$ cat src/rtl/lns_pkg.sv
// Shared LNS types and constants, plus the phi table generators evaluated at elaboration.
// The generators use integer-only fixed-point exp2/log2 so that every tool folds them to constants.
package lns_pkg;

    typedef logic signed [10:0] lns_t;

    localparam int   FRAC_W     = 5;
    localparam lns_t LNS_MAX    = 11'sh3FF;
    localparam lns_t LNS_MIN    = 11'sh400;
    localparam int   ZTHR_DEF   = 512;
    localparam int   ADDR_W_DEF = 6;

    localparam logic [63:0] Q30_ONE = 64'd1 << 30;
    localparam int          LOG_P   = 16;

    // 2^(-a/32) in Q30; the multipliers are 2^(-1/32), 2^(-2/32), ... 2^(-16/32)
    function automatic logic [63:0] exp2_neg_q30(input int a);
        logic [63:0] y;
        y = Q30_ONE;
        if (a[0]) y = (y * 64'd1050733751) >> 30;
        if (a[1]) y = (y * 64'd1028218693) >> 30;
        if (a[2]) y = (y * 64'd984625594) >> 30;
        if (a[3]) y = (y * 64'd902905651) >> 30;
        if (a[4]) y = (y * 64'd759250125) >> 30;
        return y >> (a >> FRAC_W);
    endfunction

    // log2 of a Q30 value by normalise-and-square, LOG_P fraction bits
    function automatic int log2_q30(input logic [63:0] v_in);
        logic [63:0] v;
        int          res;
        v   = v_in;
        res = 0;
        for (int k = 0; k < 40; k++) begin
            if (v >= (Q30_ONE << 1)) begin
                v   = v >> 1;
                res = res + (1 << LOG_P);
            end
            if (v != 64'd0 && v < Q30_ONE) begin
                v   = v << 1;
                res = res - (1 << LOG_P);
            end
        end
        for (int i = LOG_P - 1; i >= 0; i--) begin
            v = (v * v) >> 30;
            if (v >= (Q30_ONE << 1)) begin
                v   = v >> 1;
                res = res + (1 << i);
            end
        end
        return res;
    endfunction

    function automatic int q_round(input int x);
        return (x + (1 << (LOG_P - FRAC_W - 1))) >>> (LOG_P - FRAC_W);
    endfunction

    // sb(a) = log2(1 + 2^a) = a + log2(1 + 2^-a)
    function automatic lns_t lns_sb_entry(input int a);
        int v;
        v = a + q_round(log2_q30(Q30_ONE + exp2_neg_q30(a)));
        return lns_t'(v);
    endfunction

    // db(-a) = log2(1 - 2^-a); the pole at a=0 is pinned to LNS_MIN
    function automatic lns_t lns_db_entry(input int a);
        int v;
        if (a == 0) begin
            v = int'(LNS_MIN);
        end else begin
            v = q_round(log2_q30(Q30_ONE - exp2_neg_q30(a)));
            if (v < int'(LNS_MIN)) v = int'(LNS_MIN);
        end
        return lns_t'(v);
    endfunction

endpackage

$ cat src/rtl/lns_phi_rom.sv
// Synchronous dual-read sb/db table: e0 = entry idx, e1 = entry idx+1 (clamped at the last entry).
// One-cycle read latency; en freezes the outputs while the pipeline is stalled.
module lns_phi_rom
    import lns_pkg::*;
#(
    parameter int ADDR_W = ADDR_W_DEF
) (
    input  logic              clk,
    input  logic              en,
    input  logic [ADDR_W-1:0] idx,
    input  logic              sel_sb,
    output lns_t              e0,
    output lns_t              e1
);

    localparam int DEPTH   = 1 << ADDR_W;
    localparam int STEP_SH = 9 - ADDR_W;

    lns_t sb_tab [DEPTH];
    lns_t db_tab [DEPTH];

    for (genvar k = 0; k < DEPTH; k++) begin : g_tab
        localparam lns_t SB_K = lns_sb_entry(k << STEP_SH);
        localparam lns_t DB_K = lns_db_entry(k << STEP_SH);
        assign sb_tab[k] = SB_K;
        assign db_tab[k] = DB_K;
    end

    logic [ADDR_W-1:0] idx1;
    lns_t              e0_d, e1_d, e0_q, e1_q;

    always_comb begin
        idx1 = (idx == ADDR_W'(DEPTH - 1)) ? idx : idx + 1'b1;
        e0_d = e0_q;
        e1_d = e1_q;
        if (en) begin
            e0_d = sel_sb ? sb_tab[idx]  : db_tab[idx];
            e1_d = sel_sb ? sb_tab[idx1] : db_tab[idx1];
        end
    end

    always_ff @(posedge clk) begin
        e0_q <= e0_d;
        e1_q <= e1_d;
    end

    assign e0 = e0_q;
    assign e1 = e1_q;

endmodule

$ cat src/rtl/lns_gauss_log_unit.sv
// LNS add/sub back end r = w + phi(z): classify, table read, interpolate/saturate; 3 cycles, 1/clk, stall-in-place.
// LNS_INTERP_EN adds linear interpolation between adjacent table entries; otherwise phi is the lower entry.
module lns_gauss_log_unit
    import lns_pkg::*;
#(
    parameter int ADDR_W = ADDR_W_DEF,
    parameter int ZTHR   = ZTHR_DEF
) (
    input  logic               clk,
    input  logic               n_rst,
    input  logic               in_valid,
    output logic               in_ready,
    input  logic signed [10:0] w,
    input  logic signed [10:0] z,
    input  logic               z_s,
    output logic               out_valid,
    input  logic               out_ready,
    output logic signed [10:0] r,
    output logic               r_zero,
    output logic               r_ovf
);

    localparam int FR_W = 9 - ADDR_W;

    logic               adv;
    logic [10:0]        a_in;
    logic               big_in, dz0_in;

    logic               s1_vld_d, s1_vld_q, s1_sb_d, s1_sb_q, s1_big_d, s1_big_q, s1_dz0_d, s1_dz0_q;
    logic signed [10:0] s1_w_d, s1_w_q;
    logic [10:0]        s1_a_d, s1_a_q;

    logic               s2_vld_d, s2_vld_q, s2_sb_d, s2_sb_q, s2_big_d, s2_big_q, s2_dz0_d, s2_dz0_q;
    logic signed [10:0] s2_w_d, s2_w_q;
    logic [10:0]        s2_a_d, s2_a_q;

    logic               out_vld_d, out_vld_q, r_zero_d, r_zero_q, r_ovf_d, r_ovf_q;
    logic signed [10:0] r_d, r_q;

    lns_t               e0, e1;
    logic signed [11:0] phi_lut, phi, sum;

    lns_phi_rom #(.ADDR_W(ADDR_W)) u_rom (
        .clk    (clk),
        .en     (adv),
        .idx    (s1_a_q[8:FR_W]),
        .sel_sb (s1_sb_q),
        .e0     (e0),
        .e1     (e1)
    );

`ifdef LNS_INTERP_EN
    logic [FR_W-1:0]    frac;
    logic signed [11:0] diff;
    logic signed [15:0] prod;

    // arithmetic shift of the signed product floors toward -inf
    always_comb begin
        frac    = s2_a_q[FR_W-1:0];
        diff    = 12'(e1) - 12'(e0);
        prod    = 16'(diff) * 16'($signed({1'b0, frac}));
        phi_lut = 12'(e0) + 12'(prod >>> FR_W);
    end
`else
    logic unused_e1;
    assign unused_e1 = ^e1;
    assign phi_lut   = 12'(e0);
`endif

    assign adv       = !out_vld_q || out_ready;
    assign in_ready  = adv;
    assign out_valid = out_vld_q;
    assign r         = r_q;
    assign r_zero    = r_zero_q;
    assign r_ovf     = r_ovf_q;

    always_comb begin
        a_in   = z[10] ? (~z + 11'd1) : z;
        big_in = (a_in >= 11'(ZTHR));
        dz0_in = !z_s && (z == '0);
    end

    always_comb begin
        phi = s2_big_q ? (s2_sb_q ? $signed({1'b0, s2_a_q}) : 12'sd0) : phi_lut;
        sum = 12'(s2_w_q) + phi;
    end

    always_comb begin
        s1_vld_d = s1_vld_q; s1_w_d = s1_w_q; s1_a_d = s1_a_q;
        s1_sb_d  = s1_sb_q;  s1_big_d = s1_big_q; s1_dz0_d = s1_dz0_q;
        s2_vld_d = s2_vld_q; s2_w_d = s2_w_q; s2_a_d = s2_a_q;
        s2_sb_d  = s2_sb_q;  s2_big_d = s2_big_q; s2_dz0_d = s2_dz0_q;
        out_vld_d = out_vld_q; r_d = r_q; r_zero_d = r_zero_q; r_ovf_d = r_ovf_q;
        if (adv) begin
            s1_vld_d = in_valid; s1_w_d = w; s1_a_d = a_in;
            s1_sb_d  = z_s;      s1_big_d = big_in; s1_dz0_d = dz0_in;
            s2_vld_d = s1_vld_q; s2_w_d = s1_w_q; s2_a_d = s1_a_q;
            s2_sb_d  = s1_sb_q;  s2_big_d = s1_big_q; s2_dz0_d = s1_dz0_q;
            out_vld_d = s2_vld_q;
            r_zero_d  = 1'b0;
            r_ovf_d   = 1'b0;
            // exact cancellation wins over the pole entry and any saturation
            if (s2_dz0_q) begin
                r_d      = LNS_MIN;
                r_zero_d = 1'b1;
            end else if (sum > 12'sd1023) begin
                r_d     = LNS_MAX;
                r_ovf_d = 1'b1;
            end else if (sum < -12'sd1024) begin
                r_d     = LNS_MIN;
                r_ovf_d = 1'b1;
            end else begin
                r_d = sum[10:0];
            end
        end
    end

    always_ff @(posedge clk) begin
        if (!n_rst) begin
            s1_vld_q <= 1'b0; s1_w_q <= '0; s1_a_q <= '0;
            s1_sb_q  <= 1'b0; s1_big_q <= 1'b0; s1_dz0_q <= 1'b0;
            s2_vld_q <= 1'b0; s2_w_q <= '0; s2_a_q <= '0;
            s2_sb_q  <= 1'b0; s2_big_q <= 1'b0; s2_dz0_q <= 1'b0;
            out_vld_q <= 1'b0; r_q <= '0; r_zero_q <= 1'b0; r_ovf_q <= 1'b0;
        end else begin
            s1_vld_q <= s1_vld_d; s1_w_q <= s1_w_d; s1_a_q <= s1_a_d;
            s1_sb_q  <= s1_sb_d;  s1_big_q <= s1_big_d; s1_dz0_q <= s1_dz0_d;
            s2_vld_q <= s2_vld_d; s2_w_q <= s2_w_d; s2_a_q <= s2_a_d;
            s2_sb_q  <= s2_sb_d;  s2_big_q <= s2_big_d; s2_dz0_q <= s2_dz0_d;
            out_vld_q <= out_vld_d; r_q <= r_d; r_zero_q <= r_zero_d; r_ovf_q <= r_ovf_d;
        end
    end

endmodule
$ cat config.mk
export PLATFORM = sky130hd
export DESIGN_NAME = lns_gauss_log_unit
export DESIGN_NICKNAME = d
export VERILOG_FILES = /design/src/rtl/lns_pkg.sv /design/src/rtl/lns_phi_rom.sv /design/src/rtl/lns_gauss_log_unit.sv
export SDC_FILE = /design/constraint.sdc
export NUM_CORES = 1
export LEC_CHECK = 0
export CAP_MARGIN = 30
export CELL_PAD_IN_SITES_DETAIL_PLACEMENT = 0
export CELL_PAD_IN_SITES_GLOBAL_PLACEMENT = 1
export CORE_UTILIZATION = 25
export DETAILED_ROUTE_END_ITERATION = 8
export PLACE_DENSITY = 0.51
export SYNTH_ARGS = -nofsm -noshare
export SYNTH_HDL_FRONTEND = slang
export SYNTH_HIERARCHICAL = 1
export SYNTH_SLANG_ARGS = --single-unit
$ cat constraint.sdc
create_clock -name clk -period 2.5 [get_ports clk]
set_input_delay 0.375 -clock clk [delete_from_list [all_inputs] [get_ports clk]]
set_output_delay 0.375 -clock clk [all_outputs]
set_load 0.005 [all_outputs]
==> flow_summary.toml, run 1 <==
[outcome]
status = "finished, final reports clean"

[power]
total_power_mw = 4.07
p_leak_nw = 2.43
peakVddDrop_mv = 0.329
power_density_nw_per_um2 = 669

[setup_path]
regToRegSetupSlack_ps = 60
crit_fanout = 16
path_class = "reg -> reg"
required_ps = 2780
end_kind = "register"
crit_arrival_ps = 2720
start_kind = "register"

[timing]
slew_violations = 0
worst_pin_slew_ps = 605
min_period_ps = 2440
slew_headroom_pct = 59.6
hold_violations = 0
final.setup.worst_slack_ps = 58.4
fmax_ghz = 0.410
skew_ps = 7.29
rsz0062_at_grt = "true"
period_share_pct = 97.7
tns_ps = 0
setup-violations-final = 0

[detailed_routing]
drt_wl_total_um = 11500
viasPerCell = 4.57
drc = 0
drtAntennaViolNets = 0
vias = 3780
drt_iter0_drc = 164
first_pass_iters = 4
wl_per_cell_um = 13.8

[logic_synthesis]
netlist_instances = 541
synth_area_um2 = 4530
synth_fp_nets = 595
synth.avg_cell_area_um2 = 8.38
ys_warn_count = 6

[floorplanning]
die_x_um = 137
fp.coreArea_um2 = 17500
rows = 48
dieArea_um2 = 18700
ios = 42
fp.dieH_um = 137
initial_core_util_pct = 25.9

[clock_network]
cts.sinks = 77
cts_max_level = 3
numCtsBuffers = 9
clockBufferDepth = 2
root_buffer = "clkbuf_16"
clk_latency_ps = 340
path_clk_slew_ps = 60
cts_tree = "yes"

[final_layout]
drive_gt1_share_pct = 23.4
final_cells = 828
antennaDiodeCount = 0
area_delta_synth_final_pct = 34.3
fin_nets = 652
fill_cells = 1806
fin_util_pct = 34.8

[placement]
gp_congestion = 0.772
hpwlAfterDp_um = 7940
place_ws_ps = -233
dp_cells = 800
numPortBuffers = 41

[global_routing]
grt-ovfl-total = 0
grt.total_usage_pct = 13.0
grt_pass1_wl_um = 18800
grt_max_degree = 74
grt_pass1_vias = 3696
antenna_found_initial = 0

[job]
drv_cap = 0

[worst_hold_path]
hp-class = "in -> reg"
## worst max-delay path, stage by stage, from the launching register on
cell,delay (ps)
dfxtp_4,370
buf_12,150
o21ai_4,210
ha_4,240
a21oi_2,150
o211a_1,200
o31a_4,170
a31oi_4,90
o31ai_4,290
buf_12,160
clkbuf_16,160
o21ai_2,70
a21oi_2,120
## where the power goes
part | total (mW) | internal [mW] | switching [mW]
sequential | 1.48 | 1.39 | 0.0844
clock | 1.35 | 0.828 | 0.522
combinational | 1.24 | 0.650 | 0.594
## state kept, by name, summed over array words and instances (netlist names)
register / flops
s1_dz0_q: 1
s1_sb_q: 1
s1_a_q: 11
s1_vld_q: 1
r: 11
r_zero: 1
s2_vld_q: 1
s2_sb_q: 1
u_rom/e0: 11
s1_big_q: 1
s2_w_q: 11
r_ovf: 1
s2_a_q: 11
s1_w_q: 11
s2_dz0_q: 1
out_valid: 1
s2_big_q: 1
## through the flow
step	cell area, µm²	hold WS (ps)
floorplan	4530	440
global placement	5360	448
detailed placement	5360	456
CTS	5730	416
global route	6090	437
finish	6090	418
## path summary, 6_finish.rpt
check / start / to / depth (start not counted)
min reg2reg: r_zero / r_zero / 2
max: s2_big_q / r[6] / 12
max reg2reg: s2_big_q / r[6] / 12
min: n_rst / s1_w_q[4] / 2
## layout by cell type (no fill, tap or decap), types with 8 or more instances in the layout
cell / n
xor2_1: 10
a21oi_2: 15
clkdlybuf4s50_1: 40
clkbuf_16: 11
edfxtp_1: 11
a21oi_4: 9
o21ai_0: 26
nor3_1: 10
ha_1: 19
a21boi_0: 41
a21oi_1: 12
nor2_1: 12
dfxtp_1: 64
o21ai_2: 8
o21ai_1: 12
inv_1: 20
o211a_1: 10
nand3_1: 13
and2_2: 8
nand2_1: 111
buf_4: 38
## routing by layer
metal,wire (µm),global-route usage [%]
met5,0,0
met4,178,4.07
met3,288,2.67
met2,5620,22.2
met1,5370,16.4
## area by class of cell
type                    count  area [µm²]  area share [%]
clock inverters             5        55.1           0.904
well taps                 225         282            4.62
inverters                  22        82.6            1.36
multi-input cells         395        2820            46.3
clock buffers              11         253            4.15
repair buffers             93         937            15.4
flip-flops and latches     77        1660            27.3
## what timing repair did
action | CTS | global route
gates resized for setup | 11 | 51
pin swaps | 4 | 20
gates cloned | 0 | 3
hold buffers | 0 | 0
buffers inserted | 2 | 7
endpoints found under the setup margin | 12 | 11
Power figures use the tool's default switching activity.
==> run 2: changes to the inputs <==
CAP_MARGIN = 40   (was 30)
CORE_ASPECT_RATIO = 1.75   (was default)
RECOVER_POWER = 25   (was default)
==> run 2 against run 1 <==
  * Total power increased by 0.48%
  * Setup slack got worse by 58 ps
  * Wire length increased by 12%
  * Sequential power about the same
  * Clock skew increased by 4.8 ps
  * Largest cell class unchanged
  * Highest routed layer unchanged
  * Critical path type unchanged
  * Final area increased by 0.99%
  * Global-route usage increased by 0.65 points
==> flow_summary.toml, run 2 (synthesized netlist as in run 1, its figures left out) <==
[outcome]
status = "finished, final reports clean"

[timing]
final.setup.worst_slack_ps = 0.364
hold_violations = 0
skew_ps = 12.1
hold_ws_ps = 458
worst_pin_slew_ps = 831
min_period_ps = 2500
fmax_ghz = 0.400
setup-violations-final = 0
period_share_pct = 100
slew_headroom_pct = 44.6
slew_violations = 0
rsz0062_at_grt = "true"

[placement]
numPortBuffers = 41
place_ws_ps = -95.2
hpwlAfterDp_um = 9050
gp_congestion = 0.759
dp_cells = 806

[final_layout]
area_delta_synth_final_pct = 35.7
antennaDiodeCount = 0
fin_nets = 657
final_cell_mix = "110 x nand2_1, 64 x dfxtp_1, 41 x a21boi_0, 39 x clkdlybuf4s50_1, 39 x buf_4"
fin_util_pct = 34.9
final_cells = 839
layout_commonest_cell = "nand2_1"
drive_gt1_share_pct = 24.2

[detailed_routing]
drt_iter0_drc = 133
drc = 0
drt_wl_total_um = 12800
first_pass_iters = 4
vias = 3923
viasPerCell = 4.68
wl_per_cell_um = 15.3
drtAntennaViolNets = 0

[power]
clockPowerShare_pct = 33.2
total_power_mw = 4.09
peakVddDrop_mv = 0.354
p_switching_mw = 1.25
cellInternalPower_mw = 2.84
swShare_pct = 30.5
p_comb_share_pct = 30.6
seqPwrFrac_pct = 36.2
power_density_nw_per_um2 = 665
p_leak_nw = 2.46

[global_routing]
grt-ovfl-total = 0
grt_max_degree = 74
grt_pass1_vias = 4034
antenna_found_initial = 0
grt.total_usage_pct = 13.7
grt_pass1_wl_um = 20300

[clock_network]
root_buffer = "clkbuf_16"
numCtsBuffers = 9
clk_latency_ps = 340
hold_buffers = 0
path_clk_slew_ps = 60
cts_max_level = 3
cts_tree = "yes"
clockBufferDepth = 2
cts.sinks = 77

[setup_path]
crit_arrival_ps = 2720
max_stage_delay_ps = 390
start_kind = "register"
end_kind = "register"
path_class = "reg -> reg"
crit_fanout = 6
path_cells = "buf_12 -> nand3_2 -> o21ai_4 -> buf_4 -> ha_1 -> nand2_1 -> o31a_4 -> a31oi_4 -> o31ai_4 -> buf_6 -> clkbuf_16 -> o21ai_1 -> a21oi_2"
required_ps = 2720
slowest_stage = "dfxtp_4"
r2r_start = "s2_big_q"
critPathLaunch = "s2_big_q"

[floorplanning]
initial_core_util_pct = 25.7
fp.coreArea_um2 = 17600
dieArea_um2 = 18700
rows = 64
die_x_um = 104
ios = 42
fp.dieH_um = 180

[worst_hold_path]
hp-class = "reg -> reg"
min_from = "r_ovf"

[job]
drv_cap = 0
-- run 2: cell count changes in the layout (fill, tap and decap cells not counted), moves of 2 or more --
cell,before,now
clkbuf_16,11,14
buf_12,7,4
nand3_2,2,4
nand3_1,13,11
a21oi_4,9,7
o21ai_1,12,8
a21oi_2,15,17
buf_6,5,7
clkbuf_8,2,0
o21ai_0,26,29
-- run 2: power by group through the flow --
stage / combinational [mW] / clock (mW) / sequential, mW
final: 1.25 / 1.36 / 1.48
after global placement: 0.981 / 0 / 1.50
after detailed placement: 0.994 / 0 / 1.50
after CTS: 1.02 / 1.40 / 1.48
after global routing: 1.37 / 1.45 / 1.49
after floorplan: 0.642 / 0 / 1.47
-- run 2: worst max-delay path: cells and delay by family (launching register included) --
family	cells	cell delay [ps]
AO/OA/AOI/OAI	6	930
buffers and inverters	4	580
flip-flops	1	390
adder cells (fa/ha/maj)	1	310
AND/OR/NAND/NOR	2	170
-- run 2: path summary, 6_finish.rpt --
path,to,slack [ps],cells past startpoint
setup / recovery,r[6],0.4,13
hold / removal,r_ovf,460,2
setup reg to reg,r[6],0.4,13
hold reg to reg,r_ovf,460,2
-- run 2: metal layers --
layer	GRT usage [%]	routed length, µm	vias up
met2	27.1	7160	58
met3	2.10	293	21
li1	-	-	1975
met1	13.3	4860	1869
met5	0	0	-
met4	7.49	501	0
-- run 2: area by class of cell --
class | instances | area [µm²]
clock buffers | 9 | 225
clock inverters | 7 | 78.8
fillers | 1846 | 11500
inverters | 22 | 82.6
multi-input cells | 396 | 2820
flip-flops and latches | 77 | 1660
well taps | 231 | 289
repair buffers | 97 | 990
-- run 2: timing repair --
action | CTS | global route
gates cloned | 1 | 6
pin swaps | 3 | 12
buffers inserted | 0 | 10
setup endpoints to repair | 11 | 11
resized for setup | 8 | 57
-- run 2: through the flow --
step                setup TNS, ps  instance area, µm²
floorplan                       0                4530
global placement            -80.4                5360
detailed placement           -846                5360
CTS                             0                5710
global route                 -848                6150
finish                          0                6150
==> run 3: changes to the inputs <==
CORE_MARGIN = 8   (was default)
REMOVE_ABC_BUFFERS = 1   (was default)
==> run 3 against run 2 <==
  * Register-to-register slack about the same
  * Wire length down 6.0%
  * Setup slack better by 10 ps
  * Flip-flop and latch count unchanged
  * Sequential share of layout area up 1.6 points
  * Largest cell class unchanged
==> flow_summary.toml, run 3 (synthesized netlist as in run 1, its figures left out) <==
[setup_path]
path_class = "reg -> reg"
reg2reg_to = "r[6]"
r2r_start = "s2_big_q"
crit_fanout = 7
rr_worst_depth = 13
cp-endpoint = "r[6]"
crit_arrival_ps = 2760
end_kind = "register"
critPathLaunch = "s2_big_q"
required_ps = 2770
start_kind = "register"
regToRegSetupSlack_ps = 10

[global_routing]
globalRouteMet2Util_pct = 20.3
grt-ovfl-total = 0
use_met3_pct = 1.60
grt_busiest_layer = "met2"
grt_pass1_vias = 3701
antenna_found_initial = 0
grt_pass1_wl_um = 19100
grt.total_usage_pct = 10.4
grt_util_met1_pct = 10.1
grt_max_degree = 74

[floorplanning]
ios = 42
dieArea_um2 = 22900
fp.coreArea_um2 = 17900
rows = 65
initial_core_util_pct = 25.3
fp.dieH_um = 194
die_x_um = 118

[placement]
dp_cells = 793
gp_congestion = 0.794
numPortBuffers = 41
place_ws_ps = -55.8
hpwlAfterDp_um = 8830

[clock_network]
numCtsBuffers = 9
clockBufferDepth = 2
path_clk_slew_ps = 70
hold_buffers = 0
cts_max_level = 3
cts_tree = "yes"
clk_latency_ps = 340
cts.sinks = 77
root_buffer = "clkbuf_16"

[timing]
worst_pin_slew_ps = 1440
fmax_ghz = 0.402
skew_ps = 9.22
slew_violations = 0
setup-violations-final = 0
hold_ws_ps = 460
final.setup.worst_slack_ps = 10.8
min_period_ps = 2490
period_share_pct = 99.6
hold_violations = 0
slew_headroom_pct = 4.00
rsz0062_at_grt = "true"

[power]
p_switching_mw = 1.17
peakVddDrop_mv = 0.339
cellInternalPower_mw = 2.74
seqPwrFrac_pct = 38.0
p_comb_share_pct = 27.8
swShare_pct = 29.9
power_density_nw_per_um2 = 675
total_power_mw = 3.91
clockPowerShare_pct = 34.2
p_leak_nw = 2.32

[detailed_routing]
drc = 0
vias = 3752
drt_wl_total_um = 12100
first_pass_iters = 4
wl_per_cell_um = 14.7
viasPerCell = 4.56
drt_iter0_drc = 215
drtAntennaViolNets = 0

[final_layout]
multi_input_area_um2 = 2650
layout_commonest_cell = "nand2_1"
drive_gt1_share_pct = 19.7
fin_util_pct = 32.4
fill_cells = 1918
fin_nets = 637
final_cells = 822
area_delta_synth_final_pct = 27.8
antennaDiodeCount = 0
seqCellArea_um2 = 1660
final_cell_mix = "111 x nand2_1, 65 x dfxtp_1, 41 x a21boi_0, 39 x clkdlybuf4s50_1, 30 x o21ai_0"

[job]
drv_cap = 0

[outcome]
status = "finished, final reports clean"

[worst_hold_path]
hp-class = "reg -> reg"
## run 3: cell types whose count changed in the layout (fill, tap and decap cells not counted), sizes merged
cell and delta:
buf -19, clkinvlp +2, clkinv -1, inv -1, xnor2 -1
## run 3: what timing repair did
| item | 4_1_cts | 5_1_grt |
|---|---|---|
| endpoints found under the setup margin | 9 | 12 |
| hold endpoints to repair | 0 | 0 |
| cloned | 0 | 5 |
| setup buffers | 0 | 8 |
| pin swaps | 0 | 22 |
| gates resized for setup | 3 | 29 |
## run 3: layout make-up
cell class / instances / share of cell area (%)
Clock buffer: 9 / 3.89
Tap cell: 234 / 5.06
Timing Repair Buffer: 78 / 14.0
Sequential cell: 77 / 28.6
Clock inverter: 7 / 1.38
Multi-Input combinational cell: 395 / 45.7
Inverter: 22 / 1.43
## run 3: worst min path at each step
stage               depth (start not counted)   endpoint  startpoint  slack, ps
finish                                      2  s2_a_q[5]   s2_a_q[5]        460
CTS                                         2  s2_a_q[5]   s2_a_q[5]        460
floorplan                                   2   s2_big_q    s1_big_q        440
detailed placement                          2  s2_a_q[5]   s2_a_q[5]        460
global placement                            2  s1_w_q[9]   s1_w_q[9]        450
global route                                2  s1_w_q[7]   s1_w_q[7]        480
## run 3: power by group through the flow
stage | clock network, mW | logic, mW | registers (mW)
after floorplan | 0 | 0.547 | 1.50
after global placement | 0 | 0.932 | 1.51
after detailed placement | 0 | 0.943 | 1.51
after CTS | 1.39 | 0.947 | 1.49
after global routing | 1.44 | 1.20 | 1.50
final | 1.33 | 1.09 | 1.48
## run 3: critical path: stages (launching register included)
cell and delay [ps]:
dfxtp_4 390, buf_12 140, nand3_2 60, o21ai_2 60, ha_1 330, a21oi_2 150
o211a_1 180, o31a_4 180, a31oi_4 90, o31ai_4 320, buf_6 170, clkbuf_16 150
o21ai_4 50, a21oi_2 130
## run 3: metal layers
layer | up-vias | routed length, µm
li1 | 1936 | -
met4 | 0 | 278
met5 | - | 0
met1 | 1775 | 4580
met2 | 28 | 7010
met3 | 13 | 184
## run 3: per-stage QoR
stage	cell area, µm²	TNS [ps]
floorplan	4300	-82520
global placement	5240	0
detailed placement	5240	-55.8
CTS	5550	0
global route	5790	-1130
finish	5790	0
